==> config.mk <==
export PLATFORM = sky130hd
export DESIGN_NAME = ioctl_dl_master
export DESIGN_NICKNAME = d
export VERILOG_FILES = /design/src/rtl/ioctl_dl_pkg.sv /design/src/rtl/ioctl_dl_timer.sv /design/src/rtl/ioctl_dl_master.sv
export SDC_FILE = /design/constraint.sdc
export NUM_CORES = 1
export LEC_CHECK = 0
export ABC_AREA = 1
export CAP_MARGIN = 15
export CORE_ASPECT_RATIO = 2
export CORE_MARGIN = 3
export CORE_UTILIZATION = 58
export DETAILED_ROUTE_END_ITERATION = 8
export PLACE_DENSITY = 0.87
export SYNTH_ARGS = -nofsm -noshare
export SYNTH_HDL_FRONTEND = slang
export SYNTH_SLANG_ARGS = --single-unit
==> constraint.sdc <==
create_clock -name clk_sys -period 5.9 [get_ports clk_sys]
set_input_delay 0.885 -clock clk_sys [delete_from_list [all_inputs] [get_ports clk_sys]]
set_output_delay 0.885 -clock clk_sys [all_outputs]
set_load 0.02 [all_outputs]
==> src/rtl/ioctl_dl_pkg.sv <==
// ============================================================================
// Module      : ioctl_dl_pkg
// Description : Shared state encoding and default timing constants for the
//               ioctl download master.
// Revision    : 1.0 - initial release
// ============================================================================
`default_nettype none

package ioctl_dl_pkg;

    typedef enum logic [2:0] {
        ST_IDLE  = 3'd0,
        ST_SETUP = 3'd1,
        ST_FETCH = 3'd2,
        ST_WRITE = 3'd3,
        ST_GAP   = 3'd4,
        ST_TAIL  = 3'd5
    } dl_state_t;

    localparam int DL_SETUP_CYCLES = 4;
    localparam int DL_WR_GAP       = 2;
    localparam int DL_TAIL_CYCLES  = 4;
    localparam int DL_TIMER_W      = 8;

endpackage

`default_nettype wire

==> src/rtl/ioctl_dl_timer.sv <==
// ============================================================================
// Module      : ioctl_dl_timer
// Description : Reloadable down-counter that saturates at zero; used for the
//               SETUP, GAP and TAIL waits of the download master.
// Revision    : 1.0 - initial release
// ============================================================================
`default_nettype none

module ioctl_dl_timer #(
    parameter int WIDTH = 8
) (
    input  logic             clk,
    input  logic             rst,
    input  logic             i_load,
    input  logic [WIDTH-1:0] i_value,
    output logic             o_zero
);

    logic [WIDTH-1:0] r_count;

    always_ff @(posedge clk or posedge rst) begin
        if (rst) begin
            r_count <= '0;
        end else if (i_load) begin
            r_count <= i_value;
        end else if (r_count != '0) begin
            r_count <= r_count - 1'b1;
        end
    end

    assign o_zero = (r_count == '0);

endmodule

`default_nettype wire

==> src/rtl/ioctl_dl_master.sv <==
// ============================================================================
// Module      : ioctl_dl_master
// Description : Drives the ioctl download interface from a valid/ready byte
//               source. Define IOCTL_DL_CHECKSUM_EN to add a 16-bit checksum.
// Revision    : 1.0 - initial release
// ============================================================================
`default_nettype none

module ioctl_dl_master
    import ioctl_dl_pkg::*;
#(
    parameter int ADDR_W       = 25,
    parameter int SETUP_CYCLES = DL_SETUP_CYCLES,
    parameter int WR_GAP       = DL_WR_GAP,
    parameter int TAIL_CYCLES  = DL_TAIL_CYCLES
) (
    input  logic              clk_sys,
    input  logic              reset,
    input  logic              start,
    input  logic [7:0]        index,
    input  logic [ADDR_W-1:0] length,
    input  logic              abort,
    input  logic [7:0]        s_data,
    input  logic              s_valid,
    output logic              s_ready,
    output logic              ioctl_download,
    output logic              ioctl_wr,
    output logic [ADDR_W-1:0] ioctl_addr,
    output logic [7:0]        ioctl_dout,
    output logic [7:0]        ioctl_index,
    input  logic              ioctl_wait,
    output logic              busy,
    output logic              done
`ifdef IOCTL_DL_CHECKSUM_EN
    ,
    output logic [15:0]       checksum
`endif
);

    localparam logic [DL_TIMER_W-1:0] C_SETUP_LOAD = DL_TIMER_W'(SETUP_CYCLES - 1);
    localparam logic [DL_TIMER_W-1:0] C_GAP_LOAD   = DL_TIMER_W'(WR_GAP);
    localparam logic [DL_TIMER_W-1:0] C_TAIL_LOAD  = DL_TIMER_W'(TAIL_CYCLES - 1);

    dl_state_t         r_state, w_state_nxt;
    logic              r_download, w_download_nxt;
    logic              r_wr, w_wr_nxt;
    logic              r_busy, w_busy_nxt;
    logic              r_done, w_done_nxt;
    logic              r_s_ready, w_s_ready_nxt;
    logic [ADDR_W-1:0] r_addr, w_addr_nxt;
    logic [7:0]        r_dout, w_dout_nxt;
    logic [7:0]        r_index, w_index_nxt;
    logic [ADDR_W-1:0] r_remaining, w_remaining_nxt;
    logic [ADDR_W-1:0] w_rem_left;
    logic              w_tmr_load;
    logic [DL_TIMER_W-1:0] w_tmr_val;
    logic              w_tmr_zero;

    ioctl_dl_timer #(
        .WIDTH   (DL_TIMER_W)
    ) u_timer (
        .clk     (clk_sys),
        .rst     (reset),
        .i_load  (w_tmr_load),
        .i_value (w_tmr_val),
        .o_zero  (w_tmr_zero)
    );

    // r_wr is only ever high during the strobe cycle in GAP
    assign w_rem_left = r_wr ? (r_remaining - 1'b1) : r_remaining;

    always_comb begin
        w_state_nxt     = r_state;
        w_download_nxt  = r_download;
        w_wr_nxt        = 1'b0;
        w_busy_nxt      = r_busy;
        w_done_nxt      = 1'b0;
        w_s_ready_nxt   = 1'b0;
        w_addr_nxt      = r_addr;
        w_dout_nxt      = r_dout;
        w_index_nxt     = r_index;
        w_remaining_nxt = r_remaining;
        w_tmr_load      = 1'b0;
        w_tmr_val       = '0;

        case (r_state)
            ST_IDLE: begin
                if (start && !abort) begin
                    if (length != '0) begin
                        w_state_nxt     = ST_SETUP;
                        w_download_nxt  = 1'b1;
                        w_busy_nxt      = 1'b1;
                        w_addr_nxt      = '0;
                        w_index_nxt     = index;
                        w_remaining_nxt = length;
                        w_tmr_load      = 1'b1;
                        w_tmr_val       = C_SETUP_LOAD;
                    end else begin
                        w_done_nxt = 1'b1;
                    end
                end
            end
            ST_SETUP: begin
                if (w_tmr_zero) begin
                    w_state_nxt   = ST_FETCH;
                    w_s_ready_nxt = 1'b1;
                end
            end
            ST_FETCH: begin
                if (s_valid && r_s_ready) begin
                    w_dout_nxt  = s_data;
                    w_state_nxt = ST_WRITE;
                end else begin
                    w_s_ready_nxt = 1'b1;
                end
            end
            ST_WRITE: begin
                if (!ioctl_wait) begin
                    w_wr_nxt    = 1'b1;
                    w_state_nxt = ST_GAP;
                    w_tmr_load  = 1'b1;
                    w_tmr_val   = C_GAP_LOAD;
                end
            end
            ST_GAP: begin
                if (r_wr) begin
                    w_remaining_nxt = w_rem_left;
                    // Skip the increment after the last byte so the address never wraps
                    if (w_rem_left != '0) begin
                        w_addr_nxt = r_addr + 1'b1;
                    end
                end
                if (w_tmr_zero) begin
                    if (w_rem_left == '0) begin
                        w_state_nxt = ST_TAIL;
                        w_tmr_load  = 1'b1;
                        w_tmr_val   = C_TAIL_LOAD;
                    end else begin
                        w_state_nxt   = ST_FETCH;
                        w_s_ready_nxt = 1'b1;
                    end
                end
            end
            ST_TAIL: begin
                if (w_tmr_zero) begin
                    w_state_nxt    = ST_IDLE;
                    w_download_nxt = 1'b0;
                    w_busy_nxt     = 1'b0;
                    w_done_nxt     = 1'b1;
                end
            end
            default: begin
                w_state_nxt = ST_IDLE;
            end
        endcase

        if (abort && (r_state != ST_IDLE)) begin
            w_state_nxt    = ST_IDLE;
            w_download_nxt = 1'b0;
            w_wr_nxt       = 1'b0;
            w_busy_nxt     = 1'b0;
            w_s_ready_nxt  = 1'b0;
            w_done_nxt     = 1'b0;
        end
    end

    always_ff @(posedge clk_sys or posedge reset) begin
        if (reset) begin
            r_state     <= ST_IDLE;
            r_download  <= 1'b0;
            r_wr        <= 1'b0;
            r_busy      <= 1'b0;
            r_done      <= 1'b0;
            r_s_ready   <= 1'b0;
            r_addr      <= '0;
            r_dout      <= '0;
            r_index     <= '0;
            r_remaining <= '0;
        end else begin
            r_state     <= w_state_nxt;
            r_download  <= w_download_nxt;
            r_wr        <= w_wr_nxt;
            r_busy      <= w_busy_nxt;
            r_done      <= w_done_nxt;
            r_s_ready   <= w_s_ready_nxt;
            r_addr      <= w_addr_nxt;
            r_dout      <= w_dout_nxt;
            r_index     <= w_index_nxt;
            r_remaining <= w_remaining_nxt;
        end
    end

    assign s_ready        = r_s_ready;
    assign ioctl_download = r_download;
    assign ioctl_wr       = r_wr;
    assign ioctl_addr     = r_addr;
    assign ioctl_dout     = r_dout;
    assign ioctl_index    = r_index;
    assign busy           = r_busy;
    assign done           = r_done;

`ifdef IOCTL_DL_CHECKSUM_EN
    logic [15:0] r_checksum;
    logic        w_cks_clr;
    logic        w_cks_add;

    assign w_cks_clr = (r_state == ST_IDLE) && start && !abort;
    assign w_cks_add = (r_state == ST_GAP) && r_wr;

    always_ff @(posedge clk_sys or posedge reset) begin
        if (reset) begin
            r_checksum <= '0;
        end else if (w_cks_clr) begin
            r_checksum <= '0;
        end else if (w_cks_add) begin
            r_checksum <= r_checksum + {8'h00, r_dout};
        end
    end

    assign checksum = r_checksum;
`endif

endmodule

`default_nettype wire
==> impl_metrics.prom, run 1 <==
# TYPE chip_impl_metric gauge
chip_impl_info{name="status",value="completed"} 1
chip_impl_info{name="post_synth_most_frequent_cells",value="208 x nand2_1, 116 x nor2_1, 81 x dfrtp_1"} 1
chip_impl_info{name="crit_type",value="input pin to flip-flop"} 1
chip_impl_metric{name="post_synth_xor_area_fraction",unit=""} 0.0484
chip_impl_metric{name="synth.avg_cell_area",unit="um2"} 6.96
chip_impl_metric{name="worst_slew_margin_rel",unit=""} 0.300
chip_impl_metric{name="seq_total_area_yosys",unit=""} 0.386
chip_impl_metric{name="ctsHoldBuffers",unit=""} 0
chip_impl_metric{name="fp.dieH",unit="um"} 141
chip_impl_metric{name="netlist_instances",unit=""} 754
chip_impl_metric{name="achievable-frequency",unit="MHz"} 296
chip_impl_metric{name="synth-adder-area-share",unit=""} 0.00954
chip_impl_metric{name="timing_hold_violations_final",unit=""} 0
chip_impl_metric{name="fin_cells",unit=""} 945
chip_impl_metric{name="drv_slew",unit=""} 0
chip_impl_metric{name="post_synth_and_or_nand_nor_area_fraction",unit=""} 0.384
chip_impl_info{name="netlist.top_cell.by_area",value="dfrtp_1"} 1
chip_impl_metric{name="r2r_slack",unit="ps"} 2690
chip_impl_metric{name="initial_antenna_violation_count",unit=""} 0
chip_impl_metric{name="placeableCoreArea",unit="um2"} 8710
chip_impl_metric{name="ys_seq_elements",unit=""} 81
chip_impl_metric{name="die_area",unit="um2"} 10300
chip_impl_metric{name="final_standard_cell_area_without_fillers",unit="um2"} 6540
chip_impl_metric{name="rows",unit=""} 48
chip_impl_metric{name="cts_max_level",unit=""} 3
chip_impl_metric{name="pin_count",unit=""} 93
chip_impl_metric{name="final_routed_wirelength",unit="um"} 16800
chip_impl_metric{name="design.final.nets",unit=""} 891
chip_impl_info{name="synth.most_common_cell",value="nand2_1"} 1
chip_impl_info{name="combinational_family_with_the_most_area_after_synthesis",value="simple AND/OR/NAND/NOR gates"} 1
chip_impl_metric{name="cts_max_path_buffers",unit=""} 2
chip_impl_metric{name="synthesis.yosys.warnings",unit=""} 0
chip_impl_metric{name="critical_path_required",unit="ps"} 6150
chip_impl_info{name="critPathLaunchType",value="input pin"} 1
chip_impl_metric{name="clkTransAtPathRegs",unit="ps"} 60
chip_impl_metric{name="setup_tns",unit="ps"} 0
chip_impl_metric{name="worstPathArrival",unit="ps"} 3620
chip_impl_info{name="holdCritStartpoint",value="ioctl_index[0]"} 1
chip_impl_metric{name="drc_errors",unit=""} 0
chip_impl_metric{name="track_usage",unit=""} 0.341
chip_impl_info{name="min_to",value="ioctl_index[0]"} 1
chip_impl_metric{name="detailed_place_hpwl",unit="um"} 12100
chip_impl_metric{name="asyncSetResetFlopFracSynth",unit=""} 1.00
chip_impl_info{name="synth_top_flop_cell",value="dfrtp_1"} 1
chip_impl_metric{name="dr.first_iter.drc_count",unit=""} 635
chip_impl_metric{name="report.power.total",unit="uW"} 2640
chip_impl_metric{name="netlist_area",unit="um2"} 5250
chip_impl_metric{name="synthToLayoutAreaGrowth",unit="%"} 24.7
chip_impl_metric{name="synth.mux.area_fraction",unit=""} 0.0172
chip_impl_metric{name="cts.sinks",unit=""} 81
chip_impl_metric{name="register_area",unit="um2"} 2030
chip_impl_metric{name="global_route_wire_length_before_repair",unit="um"} 27100
chip_impl_metric{name="setup_viol",unit=""} 0
chip_impl_metric{name="final.setup_skew",unit="ps"} 7.15
chip_impl_metric{name="synth_compound_area_frac",unit=""} 0.0756
chip_impl_metric{name="postSynthNetCount",unit=""} 805
chip_impl_metric{name="worst_skew_pair.late_latency",unit="ps"} 340
chip_impl_metric{name="initial_core_util",unit=""} 0.602
chip_impl_metric{name="areal_power_density_over_the_cells",unit="nW/um2"} 404
chip_impl_info{name="cts_tree",value="yes"} 1
chip_impl_metric{name="die-width",unit="um"} 73.3
chip_impl_metric{name="grt_max_degree",unit=""} 82
chip_impl_metric{name="placedInstanceArea",unit="um2"} 6220
chip_impl_metric{name="count_of_cells_resized_by_post_cts_repair",unit=""} 0
chip_impl_info{name="grt_setup_unrepaired",value="false"} 1
chip_impl_metric{name="maxCapViolCount",unit=""} 0
chip_impl_metric{name="hold_depth",unit=""} 2
chip_impl_metric{name="firstDrtPassIters",unit=""} 5
chip_impl_metric{name="grt-ovfl-total",unit=""} 0
chip_impl_metric{name="netlist-cell-type-count",unit=""} 35
chip_impl_info{name="crit_path_end_kind",value="flip-flop"} 1
chip_impl_metric{name="synth_edf_count",unit=""} 0
chip_impl_info{name="synthTopCellsByArea",value="dfrtp_1 39%, nand2_1 15%, nor2_1 8.3%"} 1
chip_impl_metric{name="cts_inserted_buffers",unit=""} 9
chip_impl_metric{name="timing.final.crit_period",unit="ps"} 3380
chip_impl_info{name="worst_hold_path_type",value="flip-flop to flip-flop"} 1
chip_impl_metric{name="fill_cells",unit=""} 687
chip_impl_metric{name="via_count",unit=""} 5627
chip_impl_info{name="worst_r2r_startpoint",value="r_remaining[2]"} 1
chip_impl_metric{name="drive_gt1_frac",unit=""} 0.0686
chip_impl_metric{name="worst_reg_to_reg_path_cell_count",unit=""} 15
chip_impl_metric{name="route.detailed.vias_per_inst",unit=""} 5.95
chip_impl_metric{name="ir_drop",unit="V"} 0.000259
chip_impl_metric{name="post-route-worst-setup-slack",unit="ps"} 2520
chip_impl_info{name="ctsRootBufferMaster",value="clkbuf_16"} 1
chip_impl_metric{name="number_of_global_route_vias_before_repair",unit=""} 5636
chip_impl_metric{name="antenna-diode-count",unit=""} 0
chip_impl_metric{name="timing.critical_path.fanout_max",unit=""} 41
chip_impl_metric{name="static-leakage-power",unit="uW"} 0.00295
chip_impl_metric{name="multi_input_comb_area",unit="um2"} 2810
chip_impl_info{name="critical_r2r_capture",value="ioctl_addr[1]"} 1
chip_impl_metric{name="postCtsSetupRepairBufs",unit=""} 0
chip_impl_metric{name="finalWeightedCongestion",unit=""} 1.05
chip_impl_metric{name="place_worst_setup_slack",unit="ps"} 2330
chip_impl_metric{name="route.detailed.wl_per_inst",unit="um"} 17.8
chip_impl_metric{name="postRouteAntennaNets",unit=""} 0
chip_impl_metric{name="final_period_util",unit=""} 0.572
chip_impl_metric{name="placed_cells",unit=""} 929
chip_impl_metric{name="worstMarginPinSlew",unit="ps"} 1050
chip_impl_metric{name="yosys.area.top_type_share",unit=""} 0.386
chip_impl_metric{name="buffer_ports.inserted",unit=""} 92
==> layer usage <==
| layer | vias to the layer above | part of all wire | track usage |
|---|---|---|---|
| met2 | 280 | 0.54 | 0.614 |
| met5 | - | 0 | 0 |
| met3 | 87 | 0.054 | 0.0453 |
| met1 | 2648 | 0.33 | 0.352 |
| li1 | 2612 | - | - |
| met4 | 0 | 0.074 | 0.221 |
==> how the worst max path moves through the flow <==
stage	from	to	cells past startpoint
floorplan	reset	busy	1
global placement	length[6]	ioctl_addr[4]	9
detailed placement	length[6]	ioctl_addr[8]	9
CTS	length[6]	ioctl_addr[1]	9
global route	length[6]	r_remaining[15]	10
finish	length[6]	r_remaining[15]	10
==> critical path, cell delays in order <==
cell and delay, ps:
clkdlybuf4s50_1 420, or2_2 310, nor4_1 420, nand4_1 260, nand2_1 480, o21ai_2 110, buf_4 270, inv_2 190
a21oi_1 70, a22oi_1 170
==> cell usage in the layout, fill, tap and decap left out, types with 9 or more instances in the layout <==
cell             Yosys  routed
nor3_1              14      14
clkbuf_16            0       9
nand4_1             21      21
nor2_1             116     115
dfrtp_1             81      81
o22ai_1             10      10
nor4_1              11      11
nand2_1            208     208
nand3_1             71      71
o211ai_1             9       9
inv_1               73      72
xor2_1              21      21
o21ai_0             30      30
nor2_2               9      10
clkdlybuf4s50_1      0      92
==> flip-flops by register name (all words and copies together) (netlist names) <==
name	count
ioctl_addr	25
r_remaining	25
ioctl_dout	8
ioctl_index	8
u_timer.r_count	8
r_state	3
busy	1
done	1
ioctl_wr	1
s_ready	1
==> power by group <==
| group | leakage [uW] | switching (uW) | total (uW) | internal (uW) |
|---|---|---|---|---|
| logic | 0.00175 | 739 | 1140 | 401 |
| registers | 0.00105 | 171 | 896 | 724 |
| clock network | 0.000155 | 234 | 604 | 371 |
==> per-stage QoR <==
step           utilization  hold slack, ps
2_1_floorplan            -             517
3_3_place_gp         0.715             467
3_5_place_dp         0.715             473
4_1_cts              0.751             494
5_1_grt              0.751             525
6_report             0.751             497
==> final cells by class <==
| cell class | instances | area share |
|---|---|---|
| Timing Repair Buffer | 96 | 0.145 |
| Clock inverter | 7 | 0.0145 |
| Sequential cell | 81 | 0.310 |
| Clock buffer | 9 | 0.0344 |
| Tap cell | 100 | 0.0191 |
| Multi-Input combinational cell | 571 | 0.430 |
| Inverter | 81 | 0.0470 |
==> logic make-up (layout without fill, tap and decap cells) <==
group / Yosys count / after routing
xor gates and xnor gates: 29 / 29
buffers and inverters: 102 / 193
DFF: 81 / 81
and+or+nand+nor: 462 / 462
AOI/OAI and AO/OA: 68 / 68
muxes: 8 / 8
adders and majority gates: 4 / 4
Power figures use the tool's default switching activity.
==> inputs of run 2 (changes only) <==
--- a/config.mk
+++ b/config.mk
@@ -9,9 +9,9 @@
 export CAP_MARGIN = 15
 export CORE_ASPECT_RATIO = 2
 export CORE_MARGIN = 3
-export CORE_UTILIZATION = 58
+export CORE_UTILIZATION = 54
 export DETAILED_ROUTE_END_ITERATION = 8
-export PLACE_DENSITY = 0.87
+export PLACE_DENSITY = 0.82
 export SYNTH_ARGS = -nofsm -noshare
 export SYNTH_HDL_FRONTEND = slang
 export SYNTH_SLANG_ARGS = --single-unit
==> constraint.sdc (replaced) <==
create_clock -name clk_sys -period 3.3 [get_ports clk_sys]
set_input_delay 0.495 -clock clk_sys [delete_from_list [all_inputs] [get_ports clk_sys]]
set_output_delay 0.495 -clock clk_sys [all_outputs]
set_load 0.02 [all_outputs]
==> run 2 against run 1 <==
Sequential power is 81% higher. Worst setup slack worse by 2300 ps. Total power is 78% higher. Critical endpoint is now ioctl_addr[20]. Largest power group unchanged.
==> impl_metrics.prom, run 2 (synthesized netlist as in run 1, its figures left out) <==
# TYPE chip_impl_metric gauge
chip_impl_metric{name="worstPathArrival",unit="ps"} 3390
chip_impl_metric{name="synthToLayoutAreaGrowth",unit="%"} 25.4
chip_impl_metric{name="postRouteAntennaNets",unit=""} 0
chip_impl_metric{name="via_count",unit=""} 5556
chip_impl_info{name="timing.critical_path.from",value="r_remaining[20]"} 1
chip_impl_metric{name="timing_hold_violations_final",unit=""} 0
chip_impl_metric{name="clock_power_share",unit=""} 0.215
chip_impl_metric{name="maxCapViolCount",unit=""} 0
chip_impl_metric{name="grt-ovfl-total",unit=""} 0
chip_impl_info{name="mostFrequentLayoutCells",value="208 x nand2_1, 114 x nor2_1, 92 x clkdlybuf4s50_1"} 1
chip_impl_metric{name="power.sequential.fraction",unit=""} 0.345
chip_impl_metric{name="cts_inserted_buffers",unit=""} 9
chip_impl_metric{name="initial_core_util",unit=""} 0.555
chip_impl_metric{name="firstDrtPassIters",unit=""} 8
chip_impl_metric{name="global_route_met3_usage",unit=""} 0.0885
chip_impl_metric{name="multi_input_comb_area",unit="um2"} 2810
chip_impl_metric{name="dr.first_iter.drc_count",unit=""} 431
chip_impl_metric{name="detailed_place_hpwl",unit="um"} 13400
chip_impl_metric{name="drc_errors",unit=""} 0
chip_impl_metric{name="worst_skew_pair.late_latency",unit="ps"} 350
chip_impl_metric{name="clkTransAtPathRegs",unit="ps"} 70
chip_impl_info{name="worst_r2r_startpoint",value="r_remaining[20]"} 1
chip_impl_metric{name="ctsHoldBuffers",unit=""} 0
chip_impl_metric{name="switching_part_of_the_total",unit=""} 0.457
chip_impl_metric{name="final_period_util",unit=""} 0.941
chip_impl_metric{name="buffer_ports.inserted",unit=""} 92
chip_impl_info{name="grt_setup_unrepaired",value="false"} 1
chip_impl_metric{name="worstMarginPinSlew",unit="ps"} 994
chip_impl_metric{name="final_routed_wirelength",unit="um"} 18000
chip_impl_metric{name="drv_slew",unit=""} 0
chip_impl_metric{name="final.setup_skew",unit="ps"} 8.66
chip_impl_metric{name="cts.sinks",unit=""} 81
chip_impl_metric{name="grt_max_degree",unit=""} 45
chip_impl_metric{name="report.power.total",unit="uW"} 4700
chip_impl_metric{name="p_int",unit="uW"} 2550
chip_impl_metric{name="cts_max_path_buffers",unit=""} 2
chip_impl_metric{name="route.detailed.wl_per_inst",unit="um"} 18.4
chip_impl_info{name="layout.cells.most_common",value="nand2_1"} 1
chip_impl_info{name="crit_type",value="flip-flop to flip-flop"} 1
chip_impl_metric{name="placeableCoreArea",unit="um2"} 9450
chip_impl_metric{name="rows",unit=""} 50
chip_impl_metric{name="worst_slew_margin_rel",unit=""} 0.337
chip_impl_metric{name="register_area",unit="um2"} 2030
chip_impl_metric{name="ir_drop",unit="V"} 0.000493
chip_impl_metric{name="cts_max_level",unit=""} 3
chip_impl_metric{name="antenna-diode-count",unit=""} 0
chip_impl_info{name="holdCritStartpoint",value="ioctl_index[6]"} 1
chip_impl_metric{name="die_area",unit="um2"} 11000
chip_impl_metric{name="critical_path_required",unit="ps"} 3590
chip_impl_info{name="ctsRootBufferMaster",value="clkbuf_16"} 1
chip_impl_metric{name="design.final.nets",unit=""} 894
chip_impl_metric{name="pin_count",unit=""} 93
chip_impl_info{name="critPathLaunchType",value="flip-flop"} 1
chip_impl_info{name="cts_tree",value="yes"} 1
chip_impl_info{name="grt.busiest_layer",value="met2"} 1
chip_impl_metric{name="fp.dieH",unit="um"} 145
chip_impl_metric{name="die-width",unit="um"} 75.7
chip_impl_metric{name="areal_power_density_over_the_cells",unit="nW/um2"} 715
chip_impl_info{name="worst_hold_path_type",value="flip-flop to flip-flop"} 1
chip_impl_metric{name="setup_viol",unit=""} 0
chip_impl_metric{name="global_route_wire_length_before_repair",unit="um"} 28400
chip_impl_metric{name="static-leakage-power",unit="uW"} 0.00295
chip_impl_metric{name="fill_cells",unit=""} 813
chip_impl_metric{name="number_of_global_route_vias_before_repair",unit=""} 5735
chip_impl_metric{name="drive_gt1_frac",unit=""} 0.0731
chip_impl_metric{name="power.switching",unit="uW"} 2150
chip_impl_metric{name="finalWeightedCongestion",unit=""} 1.06
chip_impl_metric{name="timing.critical_path.fanout_max",unit=""} 26
chip_impl_metric{name="initial_antenna_violation_count",unit=""} 0
chip_impl_info{name="status",value="completed"} 1
chip_impl_metric{name="met1_usage",unit=""} 0.323
chip_impl_metric{name="track_usage",unit=""} 0.346
chip_impl_metric{name="route.detailed.vias_per_inst",unit=""} 5.68
chip_impl_metric{name="power_frac_comb",unit=""} 0.440
chip_impl_metric{name="achievable-frequency",unit="MHz"} 322
chip_impl_metric{name="setup_tns",unit="ps"} 0
chip_impl_metric{name="timing.final.crit_period",unit="ps"} 3100
chip_impl_info{name="crit_path_end_kind",value="flip-flop"} 1
chip_impl_metric{name="global_route.usage.met2",unit=""} 0.598
## run 2: cell types whose count changed in the layout (fill, tap and decap cells not counted), sizes merged
cell / delta
buf: +3
inv: +6
bufinv: -2
clkinvlp: -1
clkinv: -3
## run 2: timing repair
item	CTS	global route
endpoints found under the setup margin	0	25
setup buffers	0	0
resized for setup	0	1
## run 2: power by group through the flow
stage	combinational (uW)	sequential, uW	clock [uW]
2_1_floorplan	1280	1640	0
3_3_place_gp	1970	1610	0
3_5_place_dp	2030	1620	0
4_1_cts	2040	1610	1020
5_1_grt	2280	1650	1060
6_report	2070	1620	1010
## run 2: area by class of cell
type | instances | area share
Clock buffer | 9 | 0.0342
Clock inverter | 7 | 0.0101
Inverter | 81 | 0.0468
Multi-Input combinational cell | 571 | 0.428
Sequential cell | 81 | 0.308
Tap cell | 130 | 0.0247
Timing Repair Buffer | 99 | 0.148
## run 2: worst paths after layout
path,endpoint,slack [ps],cells after the start
setup / recovery,ioctl_addr[20],200,13
hold / removal,ioctl_index[6],490,2
setup reg to reg,ioctl_addr[20],200,13
hold reg to reg,ioctl_index[6],490,2
max in group asynchronous,s_ready,1930,3
min in group asynchronous,ioctl_dout[2],600,2
## run 2: stage by stage
step                setup WS, ps  hold slack, ps  instances  instance area, um2  utilization
finish                       196             492        978                6580        0.696
global route                 101             515        978                6580        0.696
CTS                          432             496        978                6570        0.696
detailed placement           340             477        962                6280        0.665
global placement             450             477        962                6280        0.665
floorplan                    725             517        754                5250            -
## run 2: routing by layer
metal | vias to the layer above | wire length (um) | part of all wire
li1 | 2626 | - | -
met1 | 2601 | 5730 | 0.32
met2 | 242 | 9570 | 0.53
met3 | 87 | 1090 | 0.061
met4 | 0 | 1640 | 0.091
met5 | - | 0 | 0
## run 2: worst max-delay path, stage by stage (launching register included)
cell and delay (ps):
dfrtp_1 540, nor2_2 400, nand3_1 130, nor2_1 480
nand4_1 170, nand2_1 170, nand3_1 90, nor2_1 140
nand3_2 120, nand2_2 110, nand2_4 190, nand2_4 310
nand2_1 100, nand2_1 80
==> inputs of run 3 (changes only) <==
--- a/config.mk
+++ b/config.mk
@@ -12,6 +12,7 @@
 export CORE_UTILIZATION = 54
 export DETAILED_ROUTE_END_ITERATION = 8
 export PLACE_DENSITY = 0.82
+export SLEW_MARGIN = 5
 export SYNTH_ARGS = -nofsm -noshare
 export SYNTH_HDL_FRONTEND = slang
 export SYNTH_SLANG_ARGS = --single-unit
==> results of run 3 <==
The final DEF is identical to that of run 2; final timing and power are the same.
